### src/rtl/hist_sequencer.sv
// hist_sequencer: run sequencer for an external histogrammer.
// Each run configures the histogrammer, clears it, lets it acquire for a
// programmed number of cycles, then streams NUM_BINS bin counts through a
// first-word-fall-through buffer onto an AXI-Stream style output.
//
// Ports
//   clk, rst                    clock, synchronous active-high reset
//   start_i, abort_i            run request (IDLE only) / abandon run
//   cfg_*_i                     run configuration, captured on start
//   hist_*_o                    histogrammer control (config, clear, read)
//   hist_data_i, hist_valid_i   bin stream from the histogrammer
//   m_axis_*                    bin output stream
//   busy_o, done_o, error_o     status; error_o = {timeout, overflow}, sticky
//
// state     | meaning
// S_IDLE    | waiting for start_i
// S_CONFIG  | configuration strobe to the histogrammer
// S_CLEAR   | histogram clear, CLEAR_CYCLES long
// S_ACQUIRE | acquisition window, cfg_acq_cycles_i long (0 acts as 1)
// S_READ    | collecting bins into the buffer, watchdog running
// S_DRAIN   | all bins counted, emptying the buffer
// S_DONE    | one-cycle completion pulse
module hist_sequencer #(
    parameter int NUM_BINS     = 4096,
    parameter int DATA_WIDTH   = 32,
    parameter int FIFO_DEPTH   = 16,
    parameter int CLEAR_CYCLES = 4,
    parameter int READ_TIMEOUT = 1024
) (
    input  logic                  clk,
    input  logic                  rst,
    input  logic                  start_i,
    input  logic                  abort_i,
    input  logic [5:0]            cfg_click_channel_i,
    input  logic [5:0]            cfg_start_channel_i,
    input  logic [5:0]            cfg_shift_val_i,
    input  logic [31:0]           cfg_acq_cycles_i,
    output logic                  hist_config_en_o,
    output logic [5:0]            hist_click_channel_o,
    output logic [5:0]            hist_start_channel_o,
    output logic [5:0]            hist_shift_val_o,
    output logic                  hist_reset_o,
    output logic                  hist_read_start_o,
    input  logic [DATA_WIDTH-1:0] hist_data_i,
    input  logic                  hist_valid_i,
    output logic [DATA_WIDTH-1:0] m_axis_tdata,
    output logic                  m_axis_tvalid,
    input  logic                  m_axis_tready,
    output logic                  m_axis_tlast,
    output logic                  busy_o,
    output logic                  done_o,
    output logic [1:0]            error_o
);

    localparam int BIN_W = $clog2(NUM_BINS) + 1;
    localparam int PTR_W = $clog2(FIFO_DEPTH);
    localparam int CNT_W = PTR_W + 1;
    localparam logic [BIN_W-1:0] LAST_BIN     = BIN_W'(NUM_BINS - 1);
    localparam logic [CNT_W-1:0] FULL_CNT     = CNT_W'(FIFO_DEPTH);
    localparam logic [31:0]      CLEAR_LOAD   = 32'(CLEAR_CYCLES - 1);
    localparam logic [31:0]      TIMEOUT_LOAD = 32'(READ_TIMEOUT - 1);

    typedef enum logic [2:0] {
        S_IDLE, S_CONFIG, S_CLEAR, S_ACQUIRE, S_READ, S_DRAIN, S_DONE
    } state_t;

    state_t                  state_q, state_d;
    logic [31:0]             timer_q, timer_d;
    logic [31:0]             acq_q, acq_d;
    logic [BIN_W-1:0]        bin_cnt_q, bin_cnt_d;
    logic [BIN_W-1:0]        out_cnt_q, out_cnt_d;
    logic [PTR_W-1:0]        wr_ptr_q, wr_ptr_d, rd_ptr_q, rd_ptr_d;
    logic [CNT_W-1:0]        count_q, count_d;
    logic [5:0]              click_q, click_d, chan_q, chan_d, shift_q, shift_d;
    logic                    cfg_en_q, cfg_en_d, clr_q, clr_d, rd_start_q, rd_start_d;
    logic                    busy_q, busy_d, done_q, done_d;
    logic [1:0]              error_q, error_d;
    logic                    tvalid_q, tvalid_d, tlast_q, tlast_d;
    logic [DATA_WIDTH-1:0]   tdata_q, tdata_d;
    logic                    wr_en, flush, pop;
    logic [DATA_WIDTH-1:0]   head_data;
    logic [DATA_WIDTH-1:0]   fifo_mem [FIFO_DEPTH];

    always_comb begin
        state_d    = state_q;
        timer_d    = timer_q;
        acq_d      = acq_q;
        bin_cnt_d  = bin_cnt_q;
        out_cnt_d  = out_cnt_q;
        click_d    = click_q;
        chan_d     = chan_q;
        shift_d    = shift_q;
        error_d    = error_q;
        wr_en      = 1'b0;
        flush      = 1'b0;
        pop        = tvalid_q && m_axis_tready;

        case (state_q)
            S_IDLE: begin
                if (start_i && !abort_i) begin
                    click_d   = cfg_click_channel_i;
                    chan_d    = cfg_start_channel_i;
                    shift_d   = cfg_shift_val_i;
                    acq_d     = cfg_acq_cycles_i;
                    error_d   = 2'b00;
                    bin_cnt_d = '0;
                    out_cnt_d = '0;
                    state_d   = S_CONFIG;
                end
            end
            S_CONFIG: begin
                timer_d = CLEAR_LOAD;
                state_d = S_CLEAR;
            end
            S_CLEAR: begin
                if (timer_q == '0) begin
                    timer_d = (acq_q == '0) ? '0 : acq_q - 32'd1;
                    state_d = S_ACQUIRE;
                end else begin
                    timer_d = timer_q - 32'd1;
                end
            end
            S_ACQUIRE: begin
                if (timer_q == '0) begin
                    timer_d = TIMEOUT_LOAD;
                    state_d = S_READ;
                end else begin
                    timer_d = timer_q - 32'd1;
                end
            end
            S_READ: begin
                if (hist_valid_i) begin
                    timer_d   = TIMEOUT_LOAD;
                    bin_cnt_d = bin_cnt_q + 1'b1;
                    // a pop in the same cycle frees the slot being written
                    if (count_q != FULL_CNT || pop) begin
                        wr_en = 1'b1;
                    end else begin
                        error_d[0] = 1'b1;
                    end
                    if (bin_cnt_q == LAST_BIN) begin
                        state_d = S_DRAIN;
                    end
                end else if (timer_q == '0) begin
                    error_d[1] = 1'b1;
                    flush      = 1'b1;
                    state_d    = S_IDLE;
                end else begin
                    timer_d = timer_q - 32'd1;
                end
            end
            S_DRAIN: begin
                if (count_q == '0 || (count_q == CNT_W'(1) && pop)) begin
                    state_d = S_DONE;
                end
            end
            S_DONE: begin
                state_d = S_IDLE;
            end
            default: begin
                state_d = S_IDLE;
            end
        endcase

        if (abort_i && state_q != S_IDLE) begin
            state_d = S_IDLE;
            flush   = 1'b1;
            wr_en   = 1'b0;
            error_d = error_q;
        end

        if (flush) begin
            wr_ptr_d = '0;
            rd_ptr_d = '0;
            count_d  = '0;
        end else begin
            wr_ptr_d  = wr_ptr_q + PTR_W'(wr_en);
            rd_ptr_d  = rd_ptr_q + PTR_W'(pop);
            count_d   = count_q + CNT_W'(wr_en) - CNT_W'(pop);
            out_cnt_d = out_cnt_d + BIN_W'(pop);
        end

        // The next head entry is being written this very cycle when the
        // buffer is (effectively) empty, so bypass the memory in that case.
        if (wr_en && wr_ptr_q == rd_ptr_d) begin
            head_data = hist_data_i;
        end else begin
            head_data = fifo_mem[rd_ptr_d];
        end

        tvalid_d = (count_d != '0);
        tdata_d  = tvalid_d ? head_data : tdata_q;
        // With drops the index NUM_BINS-1 never appears; once no more
        // writes can arrive the single remaining entry is the last one.
        tlast_d  = tvalid_d && (out_cnt_d == LAST_BIN ||
                                (state_d == S_DRAIN && count_d == CNT_W'(1)));

        cfg_en_d   = (state_d == S_CONFIG);
        clr_d      = (state_q == S_CONFIG) && (state_d == S_CLEAR);
        rd_start_d = (state_q == S_ACQUIRE) && (state_d == S_READ);
        busy_d     = (state_d != S_IDLE);
        done_d     = (state_d == S_DONE);
    end

    always_ff @(posedge clk) begin
        if (rst) begin
            state_q    <= S_IDLE;
            timer_q    <= '0;
            acq_q      <= '0;
            bin_cnt_q  <= '0;
            out_cnt_q  <= '0;
            wr_ptr_q   <= '0;
            rd_ptr_q   <= '0;
            count_q    <= '0;
            click_q    <= '0;
            chan_q     <= '0;
            shift_q    <= '0;
            cfg_en_q   <= 1'b0;
            clr_q      <= 1'b0;
            rd_start_q <= 1'b0;
            busy_q     <= 1'b0;
            done_q     <= 1'b0;
            error_q    <= 2'b00;
            tvalid_q   <= 1'b0;
            tlast_q    <= 1'b0;
            tdata_q    <= '0;
        end else begin
            state_q    <= state_d;
            timer_q    <= timer_d;
            acq_q      <= acq_d;
            bin_cnt_q  <= bin_cnt_d;
            out_cnt_q  <= out_cnt_d;
            wr_ptr_q   <= wr_ptr_d;
            rd_ptr_q   <= rd_ptr_d;
            count_q    <= count_d;
            click_q    <= click_d;
            chan_q     <= chan_d;
            shift_q    <= shift_d;
            cfg_en_q   <= cfg_en_d;
            clr_q      <= clr_d;
            rd_start_q <= rd_start_d;
            busy_q     <= busy_d;
            done_q     <= done_d;
            error_q    <= error_d;
            tvalid_q   <= tvalid_d;
            tlast_q    <= tlast_d;
            tdata_q    <= tdata_d;
        end
    end

    always_ff @(posedge clk) begin
        if (wr_en) begin
            fifo_mem[wr_ptr_q] <= hist_data_i;
        end
    end

    assign hist_config_en_o     = cfg_en_q;
    assign hist_click_channel_o = click_q;
    assign hist_start_channel_o = chan_q;
    assign hist_shift_val_o     = shift_q;
    assign hist_reset_o         = clr_q;
    assign hist_read_start_o    = rd_start_q;
    assign m_axis_tdata         = tdata_q;
    assign m_axis_tvalid        = tvalid_q;
    assign m_axis_tlast         = tlast_q;
    assign busy_o               = busy_q;
    assign done_o               = done_q;
    assign error_o              = error_q;

endmodule
### config.mk
export PLATFORM = sky130hd
export DESIGN_NAME = hist_sequencer
export DESIGN_NICKNAME = d
export VERILOG_FILES = /design/src/rtl/hist_sequencer.sv
export SDC_FILE = /design/constraint.sdc
export NUM_CORES = 1
export LEC_CHECK = 0
export CELL_PAD_IN_SITES_DETAIL_PLACEMENT = 1
export CELL_PAD_IN_SITES_GLOBAL_PLACEMENT = 1
export CORE_MARGIN = 10
export CORE_UTILIZATION = 46
export CTS_CLUSTER_SIZE = 30
export DETAILED_ROUTE_END_ITERATION = 12
export DONT_BUFFER_PORTS = 1
export PLACE_DENSITY_LB_ADDON = 0.3
export SETUP_SLACK_MARGIN = 0.4
export SLEW_MARGIN = 0
export SYNTH_ARGS = -nofsm -noshare
export SYNTH_HDL_FRONTEND = slang
export SYNTH_SLANG_ARGS = --single-unit
export TNS_END_PERCENT = 5
### constraint.sdc
create_clock -name clk -period 7.3 [get_ports clk]
set_input_delay 1.095 -clock clk [delete_from_list [all_inputs] [get_ports clk]]
set_output_delay 1.095 -clock clk [all_outputs]
set_load 0.03 [all_outputs]
==> results of run 1 <==
kinds of logic (layout without fill, tap and decap cells):
logic type | count (synthesis) | after routing | share of synthesized area [%]
and+or+nand+nor | 810 | 810 | 14.9
buffers and inverters | 178 | 202 | 2.48
muxes | 128 | 128 | 6.43
AOI/OAI and AO/OA | 336 | 336 | 7.19
adders and majority gates | 18 | 18 | 0.825
DFF | 677 | 677 | 66.2
xor gates and xnor gates | 62 | 62 | 1.93
sequential cells by signal, summed over array words and instances, names as in the netlist, 2 cells and up:
name                  count
hist_click_channel_o      6
error_o                   2
rd_ptr_q                  4
bin_cnt_q                13
state_q                   3
fifo_mem                512
count_q                   5
hist_start_channel_o      6
hist_shift_val_o          6
m_axis_tdata             32
out_cnt_q                13
wr_ptr_q                  4
timer_q                  32
acq_q                    32
synthesized netlist by cell type, types with 5 or more instances:
cell	n	share of area [%]
a21oi_1	153	2.7
a22oi_1	6	0.16
a31oi_1	5	0.11
a32o_1	10	0.36
and2_1	10	0.22
and3_1	9	0.20
buf_1	12	0.16
buf_2	19	0.34
clkbuf_1	126	1.7
dfxtp_1	165	12
edfxtp_1	512	55
ha_1	17	0.75
inv_1	20	0.27
mux2_2	95	3.8
mux4_2	33	2.6
nand2_1	154	2.1
nand2b_1	10	0.22
nand3_1	119	2.1
nand4_1	77	1.7
nor2_1	98	1.3
nor3_1	166	2.9
nor4_1	110	2.4
nor4_2	5	0.22
nor4b_1	7	0.22
o21ai_0	81	1.4
o221ai_1	6	0.19
o22ai_1	6	0.13
o2bb2ai_1	32	0.99
or3_1	13	0.29
or4_1	5	0.13
xnor2_1	24	0.75
xor2_1	38	1.2
cell type report:
cell class / instances / area share (%)
sequential: 677 / 59.1
multi-input combinational: 1354 / 28.6
clock buffer: 107 / 6.76
tap: 782 / 3.10
timing repair buffer: 48 / 1.14
clock inverter: 27 / 1.03
inverter: 20 / 0.238
layout by cell type, fill, tap and decap left out, drive strengths merged, types with 10 or more instances in the layout:
master   synthesis  routed
xnor2           24      24
clkbuf         126     107
nor4           116     116
buf             32      48
clkinv           0      17
or3             13      13
ha              17      17
o2bb2ai         32      32
xor2            38      38
o21ai           84      84
nand3          120     120
edfxtp         512     512
a32o            10      10
and2            10      10
a21oi          153     153
nand2          154     154
nor3           166     166
nand2b          10      10
nor2            98      98
dfxtp          165     165
inv             20      24
nand4           77      77
mux4            33      33
and3            10      10
mux2            95      95
routing by layer:
layer / vias up / track usage [%]
met5: - / 0
li1: 8417 / -
met4: 0 / 7.79
met3: 149 / 4.24
met1: 9984 / 28.0
met2: 672 / 40.4
where the power goes:
| group | total, mW | switching, mW | internal [mW] |
|---|---|---|---|
| combinational | 1.63 | 0.999 | 0.628 |
| clock | 3.77 | 1.57 | 2.20 |
| sequential | 4.63 | 0.364 | 4.27 |
stage by stage:
stage          hold slack [ps]  utilization [%]
2_1_floorplan              446                -
3_3_place_gp               464             48.2
3_5_place_dp               473             48.2
4_1_cts                    489             52.3
5_1_grt                    513             52.3
6_report                   485             52.3
worst paths after layout:
| path | slack, ps | depth (start not counted) | from | to |
|---|---|---|---|---|
| worst max-delay path | 1850 | 16 | state_q[2] | m_axis_tdata[2] |
| worst min register to register | 480 | 2 | acq_q[26] | acq_q[26] |
| worst max register to register | 1850 | 16 | state_q[2] | m_axis_tdata[2] |
| worst min-delay path | 480 | 2 | acq_q[26] | acq_q[26] |
worst min-delay path: cells and delay by family (launching register included):
kind	cells	cell delay (ps)
flip-flops	1	330
AND/OR/NAND/NOR	1	60
AO/OA/AOI/OAI	1	50
==> summary.md, run 1 <==
| Metric | Value |
|---|---|
| All-Layer GR Usage | `23.0%` |
| Maximum operating frequency | `0.184 GHz` |
| # IOs | `147` |
| Overall power | `10.0 mW` |
| Netlist cell types | `69` |
| Power Dens Cells | `317 nW/um^2` |
| Worst skew pair latency | `630 ps` |
| Core area | `60500 um^2` |
| Slowest CP cell | `or3_1` |
| CP peak stage delay | `about 620 ps` |
| Highest metal used | `met4` |
| Initial Utilization | `46.6%` |
| Die Footprint | `71600 um^2` |
| Via density | `6.38` |
| Period utilization | `between 70% and 80%` |
| Clock Path Buffers | `3` |
| Initial antenna violation count | `1` |
| Multi-input gate area | `9040 um^2` |
| ANT nets after route | `0` |
| Chain of cells forming the critical path | `nor3b_1 -> nand2_1 -> or3_1 -> ha_1 -> inv_1 -> ha_1 -> inv_1 -> fa_1 -> nand2b_1 -> a21oi_1 -> o21ai_0 -> and4b_1 -> a21oi_4 -> buf_4 -> o21ai_0 -> o2bb2ai_1` |
| DRC | `0` |
| Vias in the first global route | `20550` |
| Critical path class | `flip-flop to flip-flop` |
| Leakage | `10.2 nW` |
| Remaining Overflow, GRT | `0` |
| Slew headroom | `18.3%` |
| Reg clk slew, reported paths | `60 ps` |
| Worst vdd ir | `0.234 mV` |
| CP Launch Type | `flip-flop` |
| Worst clock skew | `28.3 ps` |
| First-pass GRT wire length | `roughly 130000 um` |
| Area Overhead vs Synth | `12.1%` |
| HP Class | `flip-flop to flip-flop` |
| M1 WL | `32600 um` |
| Post-CTS Hold Fix Bufs | `0` |
| DP Area | `29100 um^2` |
| Vias | `19222` |
| CP Capture Type | `flip-flop` |
| Post-synthesis async set-or-reset flop share | `0%` |
| CTS resizes | `0` |
| Top delay family on crit path | `simple AND/OR/NAND/NOR gates` |
| Cells after DPL | `2881` |
| Worst-margin pin slew | `1220 ps` |
| Die Y | `268 um` |
| Placer Congestion | `0.822` |
| Syn Nets | `2315` |
| Fill cells | `5994` |
| Tmin final | `about 5400 ps` |
| Root Buffer | `clkbuf_16` |
| Syn avg cell area | `12.8 um^2` |
| Non-Filler Instances | `3015` |
| Fin. Hold Viols | `0` |
| Crit path max fanout | `19` |
| Routed len/inst | `27.6 um` |
| Buffers and inverters on the worst path | `3` |
| Arrival @ worst endpoint | `5990 ps` |
| Synth Instances | `2209` |
| Pre-CTS WS | `1890 ps` |
| Slew Viols, Final | `0` |
| Antenna Cells | `0` |
| DR WL met2 | `42600 um` |
| #FFs+latches synth | `677` |
| Drt first pass iters | `5` |
| Share of layout cells above drive strength 1 | `15.1%` |
| Max Cap Violations | `0` |
| RSZ-0062 raised after global routing | `false` |
| DR WL met3 | `about 5600 um` |
| # rows | `90` |
| Pin count of the biggest net entering global routing | `80` |
| IO Port Bufs | `0` |
| Nets@finish | `2280` |
| # Post-CTS Setup Buffers | `0` |
| CTS tree | `yes` |
| H-tree depth | `3` |
| Sequential cell area fraction in the yosys report | `66.2%` |
| Outcome | `complete, no violations` |
| Mapped cell area | `approximately 28000 um^2` |
| Final worst setup slack | `around 1900 ps` |
| Die width | `268 um` |
| Hpwl dp | `48900 um` |
| Yosys warns | `0` |
| Final TNS setup | `0 ps` |
| Worst Path Required | `7850 ps` |
| Post-synth EDFFs | `~510` |
| Register area | `18700 um^2` |
| Detailed Route Iter0 Violations | `1641` |
| Top FF cell, synth | `edfxtp_1` |
| Clock net sink count | `677` |
| Cell area after layout | `31600 um^2` |
| Setup violators final | `0` |
| WL final | `83100 um` |
| Num CTS Buffers | `73` |
(Power assumes the default switching activity.)
==> run 2: changes to the inputs <==
--- a/config.mk
+++ b/config.mk
@@ -5,6 +5,7 @@
 export SDC_FILE = /design/constraint.sdc
 export NUM_CORES = 1
 export LEC_CHECK = 0
+export ABC_AREA = 1
 export CELL_PAD_IN_SITES_DETAIL_PLACEMENT = 1
 export CELL_PAD_IN_SITES_GLOBAL_PLACEMENT = 1
 export CORE_MARGIN = 10
==> constraint.sdc (replaced) <==
create_clock -name clk -period 5.14 [get_ports clk]
set_input_delay 0.771 -clock clk [delete_from_list [all_inputs] [get_ports clk]]
set_output_delay 0.771 -clock clk [all_outputs]
set_load 0.03 [all_outputs]
==> run 2 against run 1 <==
Wire length increased by 6.5%. Critical path depth increased by 10. Cell count increased by 33%. Area after synthesis increased by 5.2%. Die area increased by 4.8%. Worst hold slack got worse by 250 ps. Synthesized cell count increased by 42%. Fmax increased by 25%.
==> summary.md, run 2 <==
| Metric | Value |
|---|---|
| Area contributors post-synth | `edfxtp_1 (52%), nand2_1 (12%), dfxtp_1 (11%), nand3_1 (4.8%), nor2_1 (4.5%)` |
| Hpwl dp | `roughly 53000 um` |
| Clock net sink count | `677` |
| Worst Reg2Reg Path Length in Cells | `26` |
| Arrival @ worst endpoint | `approximately 5000 ps` |
| Drt first pass iters | `5` |
| Nets@finish | `between 3000 and 4000` |
| Worst-margin pin slew | `1090 ps` |
| Worst skew pair latency | `630 ps` |
| Die Footprint | `75100 um^2` |
| Setup violators final | `0` |
| HP Class | `primary input to flip-flop` |
| #FFs+latches synth | `between 600 and 700` |
| Detailed Route Iter0 Violations | `1769` |
| Leakage | `approximately 13 nW` |
| # Post-CTS Setup Buffers | `0` |
| Cell area after layout | `33000 um^2` |
| Pint | `10.3 mW` |
| Multiplexer share of the synthesized area | `0%` |
| Pre-CTS WS | `approximately 560 ps` |
| Post-synth top area share | `about half` |
| Most flops, register | `fifo_mem` |
| Tmin final | `4350 ps` |
| Top cells by count, synth | `nand2_1 (968), edfxtp_1 (512), nor2_1 (352), nand3_1 (282), inv_1 (196)` |
| Routed len/inst | `22.0 um` |
| DRC | `0` |
| Synth Instances | `3134` |
| Combinational family with the most area after synthesis | `simple AND/OR/NAND/NOR gates` |
| Synth Area in Adders | `0.784%` |
| Top FF cell, synth | `edfxtp_1` |
| Fin. Hold Viols | `0` |
| Commonest non-fill, non-tap cell in the layout | `nand2_1` |
| Num CTS Buffers | `73` |
| Worst clock skew | `22.3 ps` |
| First-pass GRT wire length | `136000 um` |
| Worst vdd ir | `0.415 mV` |
| Area Overhead vs Synth | `11.3%` |
| ANT nets after route | `0` |
| CP Launch Type | `flip-flop` |
| # rows | `93` |
| H-tree depth | `3` |
| Die Y | `274 um` |
| Clock Path Buffers | `3` |
| Reg clk slew, reported paths | `70 ps` |
| Maximum operating frequency | `0.230 GHz` |
| Vias | `22482` |
| Initial antenna violation count | `0` |
| Post-synthesis async set-or-reset flop share | `0%` |
| Max Cap Violations | `0` |
| Xor and xnor area share after synthesis | `between 1 and 1.5%` |
| CTS tree | `yes` |
| DP Area | `30600 um^2` |
| Slew Viols, Final | `0` |
| Post-Synth Simple-Gate Area | `23.3%` |
| Gate power share | `24.6%` |
| Startpoint of the worst hold path | `hist_data_i[26]` |
| Critical path class | `flip-flop to flip-flop` |
| Share of layout cells above drive strength 1 | `~7%` |
| Outcome | `complete, no violations` |
| IO Port Bufs | `0` |
| Via density | `around 5.6` |
| Worst Hold End | `fifo_mem[14][26]` |
| Final worst setup slack | `around 800 ps` |
| Placer Congestion | `0.865` |
| Sw Share | `34.2%` |
| Antenna Cells | `0` |
| Max reg flops | `512` |
| Sequential cell area fraction in the yosys report | `63.0%` |
| Worst Path Required | `5650 ps` |
| Final TNS setup | `0 ps` |
| RSZ-0062 raised after global routing | `false` |
| Remaining Overflow, GRT | `0` |
| All-Layer GR Usage | `23.2%` |
| Yosys warns | `0` |
| Initial Utilization | `46.3%` |
| Pin count of the biggest net entering global routing | `187` |
| Syn avg cell area | `approximately 9.5 um^2` |
| Post-synth top area cell | `edfxtp_1` |
| Core area | `about 64000 um^2` |
| Die width | `~270 um` |
| CP Capture Type | `flip-flop` |
| Compound-Gate Fraction of Synth Area | `6.39%` |
| RR Endpoint | `m_axis_tdata[3]` |
| Root Buffer | `clkbuf_16` |
| Min-Delay Path Depth | `0` |
| Slew headroom | `27.2%` |
| Period utilization | `between 80% and 90%` |
| Psw | `about 5.4 mW` |
| WL final | `slightly below 90000 um` |
| RR Startpoint | `state_q[0]` |
| Netlist cell types | `48` |
| Top-count cell post-synth | `nand2_1` |
| Sequential share of power | `41.5%` |
| Mapped cell area | `29700 um^2` |
| Vias in the first global route | `23989` |
| # IOs | `147` |
| Power Dens Cells | `474 nW/um^2` |
| R2R Setup Slk | `790 ps` |
| Syn Nets | `~3200` |
| Commonest cells after routing, fill and taps aside | `nand2_1 (967), edfxtp_1 (512), nor2_1 (332)` |
| Post-synth EDFFs | `512` |
| Crit path max fanout | `12` |
| Clock group share of total power | `33.9%` |
## run 2: cell types whose count changed after synthesis, moves of 33 or more
| cell | before | now |
|---|---|---|
| nor3_1 | 166 | 26 |
| nand3_1 | 119 | 282 |
| mux4_2 | 33 | 0 |
| nand2_1 | 154 | 968 |
| nand4_1 | 77 | 22 |
| nor2_1 | 98 | 352 |
| o211ai_1 | 4 | 39 |
| nor4_1 | 110 | 8 |
| inv_1 | 20 | 196 |
| o21ai_0 | 81 | 159 |
| clkbuf_1 | 126 | 76 |
| a21oi_1 | 153 | 91 |
| mux2_2 | 95 | 0 |
## run 2: how the worst max path moves through the flow
stage / from / end / slack (ps)
3_5_place_dp: hist_valid_i / m_axis_tdata[1] / 560
6_report: state_q[0] / m_axis_tdata[3] / 790
3_3_place_gp: hist_valid_i / m_axis_tdata[3] / 910
4_1_cts: state_q[0] / m_axis_tdata[9] / 610
5_1_grt: state_q[0] / m_axis_tdata[4] / 420
2_1_floorplan: hist_valid_i / m_axis_tdata[0] / 1340
## run 2: final cells by class
type	count	area, um^2
clock inverter	28	343
multi-input combinational	2092	9650
tap	855	1070
timing repair buffer	47	444
fill	7185	31100
sequential	677	18700
clock buffer	104	2040
inverter	213	801
## run 2: logic make-up after synthesis
kind of cell | count (synthesis)
adders and majority gates | 18
and+or+nand+nor | 1686
xor gates and xnor gates | 50
buffers and inverters | 365
DFF | 677
AOI/OAI and AO/OA | 338
## run 2: timing repair
action                                 CTS  global route
gates resized for setup                  0             3
endpoints found under the hold margin    0             0
setup endpoints to repair                0            32
hold buffers                             0             0
## run 2: layer usage
layer  up-vias  wire length (um)  track usage [%]
met3       155              5290             4.29
met4         0              2290             6.98
met1     11331             37200             29.1
li1      10440                 -                -
met2       556             43800             40.2
met5         -                 0                0
## run 2: worst max-delay path, cell delays in order (launching register included)
cell and delay, ps:
dfxtp_1 330, nor2_2 210, nand2_1 150, inv_2 90
nor2_1 70, inv_2 160, nand2_1 110, nor2_4 250
inv_1 80, ha_1 290, inv_1 60, ha_1 160
inv_1 60, fa_1 430, nor2_1 190, nor2_1 60
nor2_1 90, nor2_1 70, xor2_1 200, nand2_1 120
o21ai_0 190, nand2_1 150, nand2_2 230, buf_4 260
nor2_1 90, nand2_1 70, nand2_1 60
## run 2: through the flow
step / power [mW] / hold WS [ps] / util (%) / cells
2_1_floorplan: 9.30 / 422 / - / 3134
3_3_place_gp: 10.2 / 438 / 47.8 / 3884
3_5_place_dp: 10.4 / 474 / 47.8 / 3884
4_1_cts: 15.7 / 207 / 51.5 / 4016
5_1_grt: 16.4 / 207 / 51.5 / 4016
6_report: 15.6 / 231 / 51.5 / 4016
## run 2: power by group through the flow
stage	logic, mW	clock network [mW]	registers, mW
2_1_floorplan	2.80	0	6.50
3_3_place_gp	3.57	0	6.61
3_5_place_dp	3.78	0	6.61
4_1_cts	3.84	5.37	6.50
5_1_grt	4.32	5.61	6.51
6_report	3.84	5.31	6.49
